$ cat config.mk
export PLATFORM = sky130hd
export DESIGN_NAME = display_scan_ctrl
export DESIGN_NICKNAME = d
export VERILOG_FILES = /design/src/rtl/display_scan_ctrl.sv
export SDC_FILE = /design/constraint.sdc
export NUM_CORES = 1
export LEC_CHECK = 0
export CAP_MARGIN = 15
export CORE_MARGIN = 3
export CORE_UTILIZATION = 40
export CTS_BUF_LIST = sky130_fd_sc_hd__clkbuf_4 sky130_fd_sc_hd__clkbuf_8
export DETAILED_ROUTE_END_ITERATION = 7
export GPL_TIMING_DRIVEN = 0
export SLEW_MARGIN = 25
export SYNTH_ARGS = -nofsm -noshare
export SYNTH_HDL_FRONTEND = slang
export SYNTH_SLANG_ARGS = --single-unit
$ cat constraint.sdc
create_clock -name Clk -period 4.9 [get_ports Clk]
set_input_delay 0.735 -clock Clk [delete_from_list [all_inputs] [get_ports Clk]]
set_output_delay 0.735 -clock Clk [all_outputs]
set_load 0.005 [all_outputs]
$ cat src/rtl/display_scan_ctrl.sv
// display_scan_ctrl
// Scan scheduler for a 4-digit multiplexed 7-segment display.
// Each digit slot is DIV cycles long: BLANK dead-time cycles with every digit
// off, followed by DIV-BLANK cycles with the selected digit on. Four slots
// make one frame. Display data updates are handed over at frame boundaries
// through a request/acknowledge handshake. While Alarm is high the whole
// display blinks, with a half-period of BLINK_FRAMES frames.
//
// Ports:
//   Clk            system clock, rising edge
//   Rst_n          asynchronous active-low reset
//   En             scan enable (0 = display dark, scheduler idle)
//   Alarm          level, 1 = blink the entire display
//   Upd_req        update request, held by the producer until Upd_ack
//   Upd_ack        one-cycle acknowledge pulse
//   Latch          one-cycle snapshot-load pulse (coincides with Upd_ack)
//   Frame_tick     one-cycle pulse in the first cycle of each frame
//   Sel[1:0]       digit select for the segment multiplexer
//   Blank          1 = force all segments off
//   SEG_D1..SEG_D4 digit enables, active-low
//
// All outputs come straight from flip-flops; the next values are derived
// from the next-state values so that each output describes the cycle it is
// registered into.

module display_scan_ctrl #(
    parameter int DIV          = 12500,
    parameter int BLANK        = 500,
    parameter int BLINK_FRAMES = 250
) (
    input  logic       Clk,
    input  logic       Rst_n,
    input  logic       En,
    input  logic       Alarm,
    input  logic       Upd_req,
    output logic       Upd_ack,
    output logic       Latch,
    output logic       Frame_tick,
    output logic [1:0] Sel,
    output logic       Blank,
    output logic       SEG_D1,
    output logic       SEG_D2,
    output logic       SEG_D3,
    output logic       SEG_D4
);

    typedef enum logic [1:0] {
        ST_IDLE   = 2'd0,
        ST_SBLANK = 2'd1,
        ST_SON    = 2'd2
    } state_t;

    localparam logic [15:0] DIV_LAST   = 16'(DIV - 1);
    localparam logic [15:0] BLANK_LAST = 16'(BLANK - 1);
    localparam logic [9:0]  BLINK_LAST = 10'(BLINK_FRAMES - 1);

    // Active-low enable pattern {D4,D3,D2,D1} for a select code.
    function automatic logic [3:0] digit_enables_n(input logic [1:0] sel);
        logic [3:0] pat;
        case (sel)
            2'd0:    pat = 4'b1110;
            2'd1:    pat = 4'b1101;
            2'd2:    pat = 4'b1011;
            2'd3:    pat = 4'b0111;
            default: pat = 4'b1111;
        endcase
        return pat;
    endfunction

    // Scheduler state
    state_t      state_r;
    logic [15:0] cnt_r;
    logic [1:0]  sel_r;
    logic [9:0]  blink_cnt_r;
    logic        phase_r;

    // Registered outputs
    logic        upd_ack_r;
    logic        latch_r;
    logic        frame_tick_r;
    logic        blank_r;
    logic [3:0]  seg_n_r;

    // Next-state values
    state_t      state_s;
    logic [15:0] cnt_s;
    logic [1:0]  sel_s;
    logic [9:0]  blink_cnt_s;
    logic        phase_s;
    logic        frame_bnd_s;

    // Next output values
    logic        digit_on_s;
    logic        upd_ack_s;
    logic        latch_s;
    logic        frame_tick_s;
    logic        blank_s;
    logic [3:0]  seg_n_s;

    // State register: scheduler state, slot counter, select and blink state.
    always_ff @(posedge Clk or negedge Rst_n) begin
        if (!Rst_n) begin
            state_r     <= ST_IDLE;
            cnt_r       <= 16'd0;
            sel_r       <= 2'd0;
            blink_cnt_r <= 10'd0;
            phase_r     <= 1'b0;
        end else begin
            state_r     <= state_s;
            cnt_r       <= cnt_s;
            sel_r       <= sel_s;
            blink_cnt_r <= blink_cnt_s;
            phase_r     <= phase_s;
        end
    end

    // Next-state logic: slot timing, digit stepping, frame boundary and blink.
    always_comb begin
        state_s     = state_r;
        cnt_s       = cnt_r;
        sel_s       = sel_r;
        frame_bnd_s = 1'b0;

        if (!En) begin
            // Disabling always wins, even over a coincident frame boundary.
            state_s = ST_IDLE;
            cnt_s   = 16'd0;
            sel_s   = 2'd0;
        end else begin
            case (state_r)
                ST_IDLE: begin
                    state_s = ST_SBLANK;
                    cnt_s   = 16'd0;
                    sel_s   = 2'd0;
                end
                ST_SBLANK: begin
                    cnt_s = cnt_r + 16'd1;
                    if (cnt_r == BLANK_LAST) begin
                        state_s = ST_SON;
                    end else begin
                        state_s = ST_SBLANK;
                    end
                end
                ST_SON: begin
                    if (cnt_r == DIV_LAST) begin
                        state_s     = ST_SBLANK;
                        cnt_s       = 16'd0;
                        sel_s       = sel_r + 2'd1;
                        frame_bnd_s = (sel_r == 2'd3);
                    end else begin
                        state_s = ST_SON;
                        cnt_s   = cnt_r + 16'd1;
                    end
                end
                default: begin
                    // Unused encoding: fall back to a dark, idle display.
                    state_s = ST_IDLE;
                    cnt_s   = 16'd0;
                    sel_s   = 2'd0;
                end
            endcase
        end

        // Blink half-period counts frame boundaries seen while Alarm is held.
        // Leaving the scan also restarts the blink cycle from its visible half.
        if (!Alarm || !En) begin
            blink_cnt_s = 10'd0;
            phase_s     = 1'b0;
        end else if (frame_bnd_s) begin
            if (blink_cnt_r == BLINK_LAST) begin
                blink_cnt_s = 10'd0;
                phase_s     = ~phase_r;
            end else begin
                blink_cnt_s = blink_cnt_r + 10'd1;
                phase_s     = phase_r;
            end
        end else begin
            blink_cnt_s = blink_cnt_r;
            phase_s     = phase_r;
        end
    end

    // Output decode: next output values from the next state and inputs.
    always_comb begin
        digit_on_s = (state_s == ST_SON) && !phase_s;

        if (digit_on_s) begin
            seg_n_s = digit_enables_n(sel_s);
        end else begin
            seg_n_s = 4'b1111;
        end
        blank_s = ~digit_on_s;

        frame_tick_s = frame_bnd_s;

        // Gating on the previous ack keeps the pulse one cycle wide; a request
        // still high one cycle later is then served as a fresh request.
        upd_ack_s = Upd_req && !upd_ack_r && (frame_bnd_s || (state_r == ST_IDLE));
        latch_s   = upd_ack_s;
    end

    // Output register: every port is driven from a flip-flop.
    always_ff @(posedge Clk or negedge Rst_n) begin
        if (!Rst_n) begin
            upd_ack_r    <= 1'b0;
            latch_r      <= 1'b0;
            frame_tick_r <= 1'b0;
            blank_r      <= 1'b1;
            seg_n_r      <= 4'b1111;
        end else begin
            upd_ack_r    <= upd_ack_s;
            latch_r      <= latch_s;
            frame_tick_r <= frame_tick_s;
            blank_r      <= blank_s;
            seg_n_r      <= seg_n_s;
        end
    end

    assign Upd_ack    = upd_ack_r;
    assign Latch      = latch_r;
    assign Frame_tick = frame_tick_r;
    assign Sel        = sel_r;
    assign Blank      = blank_r;
    assign SEG_D1     = seg_n_r[0];
    assign SEG_D2     = seg_n_r[1];
    assign SEG_D3     = seg_n_r[2];
    assign SEG_D4     = seg_n_r[3];

endmodule
==> impl_metrics.xml, run 1 <==
<?xml version="1.0" encoding="UTF-8"?>
<metrics>
  <group name="timing">
    <metric name="final.min_clock_period" unit="ns">2.53</metric>
    <metric name="hold_ws" unit="ns">0.392</metric>
    <metric name="timing.final.crit_share" unit="">0.517</metric>
    <metric name="finalSetupTns" unit="ns">0</metric>
    <metric name="tightestPinTransition" unit="ns">0.640</metric>
    <metric name="max_slew_margin" unit="">0.574</metric>
    <metric name="max_freq" unit="GHz">0.395</metric>
    <metric name="rsz0062_at_grt" unit="">false</metric>
    <metric name="hold_viol" unit="">0</metric>
    <metric name="drv_slew" unit="">0</metric>
    <metric name="finClkSkew" unit="ns">0.00821</metric>
    <metric name="total_setup_violations_reported_at_the_end_of_the_flow" unit="">0</metric>
  </group>
  <group name="placed_design">
    <metric name="detailed_place_hpwl" unit="mm">2.82</metric>
    <metric name="gp_congestion" unit="">0.839</metric>
    <metric name="dpl-instance-area" unit="um^2">2230</metric>
    <metric name="io_buffers" unit="">14</metric>
  </group>
  <group name="clocking">
    <metric name="tritoncts" unit="">built</metric>
    <metric name="tritoncts_num_sinks" unit="">38</metric>
    <metric name="cts_buffers" unit="">5</metric>
    <metric name="cts_post_setup_buffers_inserted" unit="">0</metric>
    <metric name="clock_path_buffers" unit="">2</metric>
    <metric name="clock_transition_at_the_registers_of_the_reported_paths" unit="ns">0.07</metric>
    <metric name="cts.hold.buffers_added" unit="">0</metric>
    <metric name="cts-resized-gates" unit="">0</metric>
    <metric name="clk_latency" unit="ns">0.29</metric>
    <metric name="clk_root_buffer_cell" unit="">clkbuf_8</metric>
    <metric name="ctsHtreeMaxLevel" unit="">2</metric>
  </group>
  <group name="layout">
    <metric name="drive_above_1_share" unit="">0.129</metric>
    <metric name="design_area" unit="um^2">2320</metric>
    <metric name="n_fill_cell" unit="">425</metric>
    <metric name="num-nets-final" unit="">229</metric>
    <metric name="layout.core_utilization" unit="">0.509</metric>
    <metric name="number_of_inserted_diodes" unit="">0</metric>
    <metric name="flow.area_growth_from_synthesis" unit="%">17.1</metric>
  </group>
  <group name="logic_synthesis">
    <metric name="synth-edff-count" unit="">0</metric>
    <metric name="ys_seq_elements" unit="">38</metric>
    <metric name="synth_cells" unit="">194</metric>
    <metric name="synth_flop_cell" unit="">dfrtp_1</metric>
    <metric name="synth.top_cell.area_share" unit="">0.416</metric>
    <metric name="synth_area_per_cell" unit="um^2">10.2</metric>
    <metric name="seq_area_frac_synth" unit="">0.482</metric>
    <metric name="synth.area.top_cells" unit="">dfrtp_1 (42%), dfstp_2 (6.6%), xor2_1 (5.7%), nor2_1 (5.3%), ha_1 (5.0%)</metric>
    <metric name="yosysWarnings" unit="">0</metric>
    <metric name="post_synthesis_cell_area" unit="um^2">1980</metric>
    <metric name="synth_nets" unit="">207</metric>
    <metric name="synthDominantAreaCellType" unit="">dfrtp_1</metric>
    <metric name="synth.distinct_cells" unit="">41</metric>
    <metric name="postSynth.asyncResetShare" unit="">1.00</metric>
  </group>
  <group name="pwr">
    <metric name="worst_ir_drop_vdd" unit="mV">0.158</metric>
    <metric name="power-per-cell-area" unit="nW/um^2">246</metric>
    <metric name="leakage" unit="nW">0.925</metric>
  </group>
  <group name="worst_setup_path">
    <metric name="worst-r2r-cell-count" unit="">7</metric>
    <metric name="crit_path_cell_trace" unit="">ha_1 -&gt; or4b_4 -&gt; nor4_4 -&gt; nand4_1 -&gt; xor2_1 -&gt; o221a_1 -&gt; or3b_1</metric>
    <metric name="worst_path_class_setup" unit="">reg -&gt; reg</metric>
    <metric name="startpoint_type" unit="">flop</metric>
    <metric name="worst-path-max-fanout" unit="">5</metric>
    <metric name="required" unit="ns">5.11</metric>
    <metric name="max_stage_delay_on_crit_path" unit="ns">0.56</metric>
    <metric name="cp.arrival" unit="ns">2.74</metric>
    <metric name="crit_path_top_delay_cell" unit="">or4b_4</metric>
    <metric name="cp-end-kind" unit="">flop</metric>
  </group>
  <group name="global_routing">
    <metric name="antenna_found_initial" unit="">0</metric>
    <metric name="grtUsageTotal" unit="">0.142</metric>
    <metric name="grt_pass1_vias" unit="">1488</metric>
    <metric name="grt_max_degree" unit="">22</metric>
    <metric name="grt_first_pass_wirelength" unit="mm">6.78</metric>
    <metric name="grt_overflow" unit="">0</metric>
  </group>
  <group name="floorplan">
    <metric name="coreArea" unit="um^2">4560</metric>
    <metric name="die_area" unit="um^2">5840</metric>
    <metric name="die_y" unit="um">76.4</metric>
    <metric name="overall_die_width" unit="um">76.4</metric>
    <metric name="core.rowCount" unit="">24</metric>
    <metric name="ios" unit="">15</metric>
    <metric name="initial_core_util" unit="">0.435</metric>
  </group>
  <group name="hold_path">
    <metric name="holdCritPathClass" unit="">in -&gt; async</metric>
  </group>
  <group name="route">
    <metric name="drt_pass1_iterations" unit="">4</metric>
    <metric name="detailroute.via_count" unit="">1474</metric>
    <metric name="wirelength" unit="mm">3.77</metric>
    <metric name="drt_initial_violations" unit="">112</metric>
    <metric name="routed_wirelength_normalized_by_instance_count" unit="um">13.4</metric>
    <metric name="drt-vias-per-instance" unit="">5.23</metric>
    <metric name="postRouteAntennaNets" unit="">0</metric>
    <metric name="drc" unit="">0</metric>
  </group>
  <group name="outcome">
    <metric name="outcome" unit="">complete, no violations</metric>
  </group>
  <group name="job">
    <metric name="max_cap_violations" unit="">0</metric>
  </group>
</metrics>
## stage by stage
| step | worst slack, ns | std cells | power (W) |
|---|---|---|---|
| after floorplan | 2.59 | 194 | 0.000337 |
| after global placement | 2.24 | 273 | 0.000353 |
| after detailed placement | 2.21 | 274 | 0.000356 |
| after CTS | 2.33 | 282 | 0.000584 |
| after global routing | 2.19 | 282 | 0.000602 |
| final | 2.37 | 282 | 0.000571 |
## synthesized netlist by cell type (2+ instances only)
library cell	count
xor2_1	13
ha_1	8
a21oi_1	10
inv_1	7
o21ai_0	11
dfstp_2	5
and2_1	4
nand3_1	11
nor2_1	28
nor3_1	4
and4_1	2
nand4_1	6
nor4_4	2
nand2b_1	5
or4_1	2
dfrtp_1	33
and3_1	4
nand2_1	12
xnor2_1	3
nand3b_1	3
## area by class of cell
cell class | count | area [um^2] | share of cell area
clock inverters | 1 | 5.00 | 0.00215
well taps | 65 | 81.3 | 0.0350
flip-flops and latches | 38 | 957 | 0.412
inverters | 7 | 26.3 | 0.0113
plain buffers | 3 | 16.3 | 0.00700
clock buffers | 7 | 90.1 | 0.0388
repair buffers | 15 | 163 | 0.0700
multi-input cells | 146 | 985 | 0.424
## worst paths after layout
path	from	end	slack, ns
worst max-delay path	cnt_r[0]	seg_n_r[0]	2.37
worst min-delay path	Rst_n	Sel[1]	0.39
worst max register to register	cnt_r[0]	seg_n_r[0]	2.37
worst min register to register	cnt_r[0]	cnt_r[0]	0.47
max in group asynchronous	Rst_n	cnt_r[5]	4.06
min in group Clk	cnt_r[0]	cnt_r[0]	0.47
## routing by layer
metal  global-route usage  vias to the layer above  wire, um
met1                0.174                      708      1690
met2                0.240                       31      1840
met4               0.0489                        0        53
met3               0.0390                        6       184
li1                     -                      729         -
met5                    0                        -         0
## power breakdown
group	total, W	internal, W	switching [W]
clock	0.000221	0.000119	0.000103
combinational	0.0000314	0.0000130	0.0000184
sequential	0.000318	0.000316	0.00000218
## worst max-delay path: cells and delay by family (launching register included)
family	cells	cell delay, ns
adder cells (fa/ha/maj)	1	0.23
XOR/XNOR	1	0.22
AND/OR/NAND/NOR	4	1.32
flip-flops	1	0.37
AO/OA/AOI/OAI	1	0.30
## registers in the layout (all words and copies together) (netlist names)
signal / count
Sel: 2
Latch: 1
Blank: 1
blink_cnt_r: 10
Frame_tick: 1
seg_n_r: 4
state_r: 2
cnt_r: 16
phase_r: 1
## cells in the final DEF, fill, tap and decap left out, types with 2 or more instances in the layout
master           instances
nor3_1                   4
dfstp_2                  5
nand3b_1                 3
a21oi_1                 10
xnor2_1                  3
or4_1                    2
and3_1                   4
dfrtp_1                 33
xor2_1                  13
buf_2                    2
inv_1                    7
nor4_4                   2
clkdlybuf4s50_1         13
nand2b_1                 5
o21ai_0                 11
nand2_1                 12
nand3_1                 11
clkbuf_8                 6
and2_1                   4
nor2_1                  28
and4_1                   2
ha_1                     8
nand4_1                  6
## logic make-up (layout without fill, tap and decap cells)
kind of cell	count (synthesis)	in the layout	share of synthesized area
compound gates	27	27	0.0908
xor+xnor	16	16	0.0706
fa+ha+maj	8	8	0.0504
buf+inv	10	33	0.0214
flops	38	38	0.482
mux	1	1	0.00504
simple gates	94	94	0.279
(Power assumes the default switching activity.)
==> inputs of run 2 (changes only) <==
Clock period 4.9 ns to 2.18 ns, I/O delays scaled along.
==> run 2 against run 1 <==
Power rose to 2.5 times the previous value. Clock power rose to 2.8 times the previous value. Sequential share of layout area fell by 5.5 points. Clock-buffer cell count did not move. Non-clock buffer count rose by 21. Largest power group unchanged. Cell area rose by 15%. Highest routed layer unchanged. Global-route usage rose by 1.4 points. The flow now finishes with violations (negative setup slack).
==> impl_metrics.xml, run 2 (synthesis results as in run 1) <==
<?xml version="1.0" encoding="UTF-8"?>
<metrics>
  <group name="outcome">
    <metric name="outcome" unit="">finished with violations</metric>
    <metric name="failed_checks" unit="">negative setup slack</metric>
  </group>
  <group name="worst_setup_path">
    <metric name="cp-end-kind" unit="">flop</metric>
    <metric name="max_stage_delay_on_crit_path" unit="ns">0.58</metric>
    <metric name="worst_path_class_setup" unit="">reg -&gt; reg</metric>
    <metric name="crit_path_top_delay_cell" unit="">or4_4</metric>
    <metric name="crit_path_cell_trace" unit="">or4_4 -&gt; nor4_4 -&gt; nand4_1 -&gt; xor2_1 -&gt; o221a_1 -&gt; or3b_1</metric>
    <metric name="cp.arrival" unit="ns">2.58</metric>
    <metric name="worst-path-max-fanout" unit="">3</metric>
    <metric name="required" unit="ns">2.40</metric>
    <metric name="startpoint_type" unit="">flop</metric>
  </group>
  <group name="hold_path">
    <metric name="holdCritPathClass" unit="">in -&gt; async</metric>
  </group>
  <group name="global_routing">
    <metric name="grt_max_degree" unit="">32</metric>
    <metric name="grtUsageTotal" unit="">0.156</metric>
    <metric name="antenna_found_initial" unit="">0</metric>
    <metric name="grt_first_pass_wirelength" unit="mm">7.29</metric>
    <metric name="grt_overflow" unit="">0</metric>
    <metric name="grt_pass1_vias" unit="">1580</metric>
  </group>
  <group name="route">
    <metric name="routed_wirelength_normalized_by_instance_count" unit="um">15.4</metric>
    <metric name="wirelength" unit="mm">4.67</metric>
    <metric name="drt_initial_violations" unit="">133</metric>
    <metric name="postRouteAntennaNets" unit="">0</metric>
    <metric name="detailroute.via_count" unit="">1607</metric>
    <metric name="drt-vias-per-instance" unit="">5.30</metric>
    <metric name="drt_pass1_iterations" unit="">4</metric>
    <metric name="drc" unit="">0</metric>
  </group>
  <group name="floorplan">
    <metric name="core.rowCount" unit="">24</metric>
    <metric name="overall_die_width" unit="um">76.4</metric>
    <metric name="die_area" unit="um^2">5840</metric>
    <metric name="die_y" unit="um">76.4</metric>
    <metric name="initial_core_util" unit="">0.435</metric>
    <metric name="ios" unit="">15</metric>
    <metric name="coreArea" unit="um^2">4560</metric>
  </group>
  <group name="layout">
    <metric name="num-nets-final" unit="">250</metric>
    <metric name="number_of_inserted_diodes" unit="">0</metric>
    <metric name="drive_above_1_share" unit="">0.311</metric>
    <metric name="final_common_cell" unit="">dfrtp_1</metric>
    <metric name="flow.area_growth_from_synthesis" unit="%">35.1</metric>
    <metric name="n_fill_cell" unit="">389</metric>
    <metric name="reg.largest.list" unit="">cnt_r x16, blink_cnt_r x10, seg_n_r x4</metric>
    <metric name="register_name_with_the_most_flops" unit="">cnt_r</metric>
    <metric name="number_of_flip_flops_under_the_largest_register_name" unit="">16</metric>
    <metric name="layout.core_utilization" unit="">0.587</metric>
    <metric name="final_cell_mix" unit="">dfrtp_1 (33), buf_4 (17), nor2_1 (16)</metric>
  </group>
  <group name="clocking">
    <metric name="clk_latency" unit="ns">0.30</metric>
    <metric name="tritoncts" unit="">built</metric>
    <metric name="tritoncts_num_sinks" unit="">38</metric>
    <metric name="ctsHtreeMaxLevel" unit="">2</metric>
    <metric name="cts_buffers" unit="">5</metric>
    <metric name="clock_path_buffers" unit="">2</metric>
    <metric name="clock_transition_at_the_registers_of_the_reported_paths" unit="ns">0.08</metric>
    <metric name="clk_root_buffer_cell" unit="">clkbuf_8</metric>
  </group>
  <group name="placed_design">
    <metric name="detailed_place_hpwl" unit="mm">2.88</metric>
    <metric name="gp_congestion" unit="">0.802</metric>
    <metric name="io_buffers" unit="">14</metric>
    <metric name="post-place-ws" unit="ns">-0.298</metric>
  </group>
  <group name="timing">
    <metric name="drv_slew" unit="">0</metric>
    <metric name="finalWorstSetupSlack" unit="ns">-0.176</metric>
    <metric name="max_slew_margin" unit="">0.757</metric>
    <metric name="max_freq" unit="GHz">0.424</metric>
    <metric name="finalSetupTns" unit="ns">-0.809</metric>
    <metric name="total_setup_violations_reported_at_the_end_of_the_flow" unit="">16</metric>
    <metric name="rsz0062_at_grt" unit="">true</metric>
    <metric name="finClkSkew" unit="ns">0.0107</metric>
    <metric name="final.min_clock_period" unit="ns">2.36</metric>
    <metric name="timing.final.crit_share" unit="">1.08</metric>
    <metric name="tightestPinTransition" unit="ns">0.363</metric>
    <metric name="hold_viol" unit="">0</metric>
  </group>
  <group name="pwr">
    <metric name="worst_ir_drop_vdd" unit="mV">0.368</metric>
    <metric name="totalPowerFinal" unit="W">0.00143</metric>
    <metric name="power-per-cell-area" unit="nW/um^2">533</metric>
    <metric name="leakage" unit="nW">1.06</metric>
  </group>
  <group name="job">
    <metric name="max_cap_violations" unit="">0</metric>
  </group>
</metrics>
==> run 2: changes by cell type in the layout (fill, tap and decap cells not counted), sizes merged <==
cell and change:
buf +20, dlygate4sd3 +1, bufinv +1, clkinv -1
==> run 2: where the power goes <==
group	leakage, nW	internal, W	switching, W
clock	0.0593	0.000367	0.000248
combinational	0.490	0.0000428	0.0000550
sequential	0.510	0.000710	0.00000535
==> run 2: final cells by class <==
cell class                 count  area (um^2)  share of cell area
inverter                       7         26.3             0.00980
buffer                         3         26.3             0.00980
sequential                    38          957               0.357
clock buffer                   7         83.8              0.0313
multi-input combinational    146         1150               0.427
timing repair buffer          36          330               0.123
tap                           65         81.3              0.0303
clock inverter                 1         30.0              0.0112
==> run 2: timing repair <==
item / CTS / global route
gates cloned: 0 / 1
endpoints found under the setup margin: 24 / 23
pin swaps: 9 / 10
hold buffers: 1 / 0
setup buffers: 9 / 10
endpoints found under the hold margin: 7 / 0
resized for setup: 8 / 45
==> run 2: worst max-delay path: cells and delay by family (launching register included) <==
kind,cells,cell delay [ns]
AND/OR/NAND/NOR,4,1.41
XOR/XNOR,1,0.23
flip-flops,1,0.39
AO/OA/AOI/OAI,1,0.26
==> run 2: final timing paths <==
| path | from | endpoint | slack [ns] | depth (start not counted) |
|---|---|---|---|---|
| min in group Clk | cnt_r[0] | cnt_r[0] | 0.50 | 1 |
| setup / recovery | cnt_r[2] | seg_n_r[0] | -0.18 | 6 |
| hold reg to reg | cnt_r[0] | cnt_r[0] | 0.50 | 1 |
| setup reg to reg | cnt_r[2] | seg_n_r[0] | -0.18 | 6 |
| max in group asynchronous | Rst_n | seg_n_r[3] | 1.28 | 3 |
| hold / removal | Rst_n | blink_cnt_r[5] | 0.41 | 2 |
==> run 2: through the flow <==
stage	hold WS [ns]	instances	cell area, um^2
finish	0.411	303	2680
floorplan	0.0314	194	1980
global placement	0.437	273	2210
detailed placement	0.189	274	2220
CTS	0.408	292	2450
global route	0.442	303	2680
==> run 2: per-layer routing <==
layer / vias to the layer above / track usage / routed length, um / part of all wire
met3: 10 / 0.0307 / 116 / 0.025
met4: 0 / 0.0761 / 107 / 0.023
met2: 22 / 0.270 / 2450 / 0.53
met5: - / 0 / 0 / 0
li1: 768 / - / - / -
met1: 807 / 0.184 / 1990 / 0.43
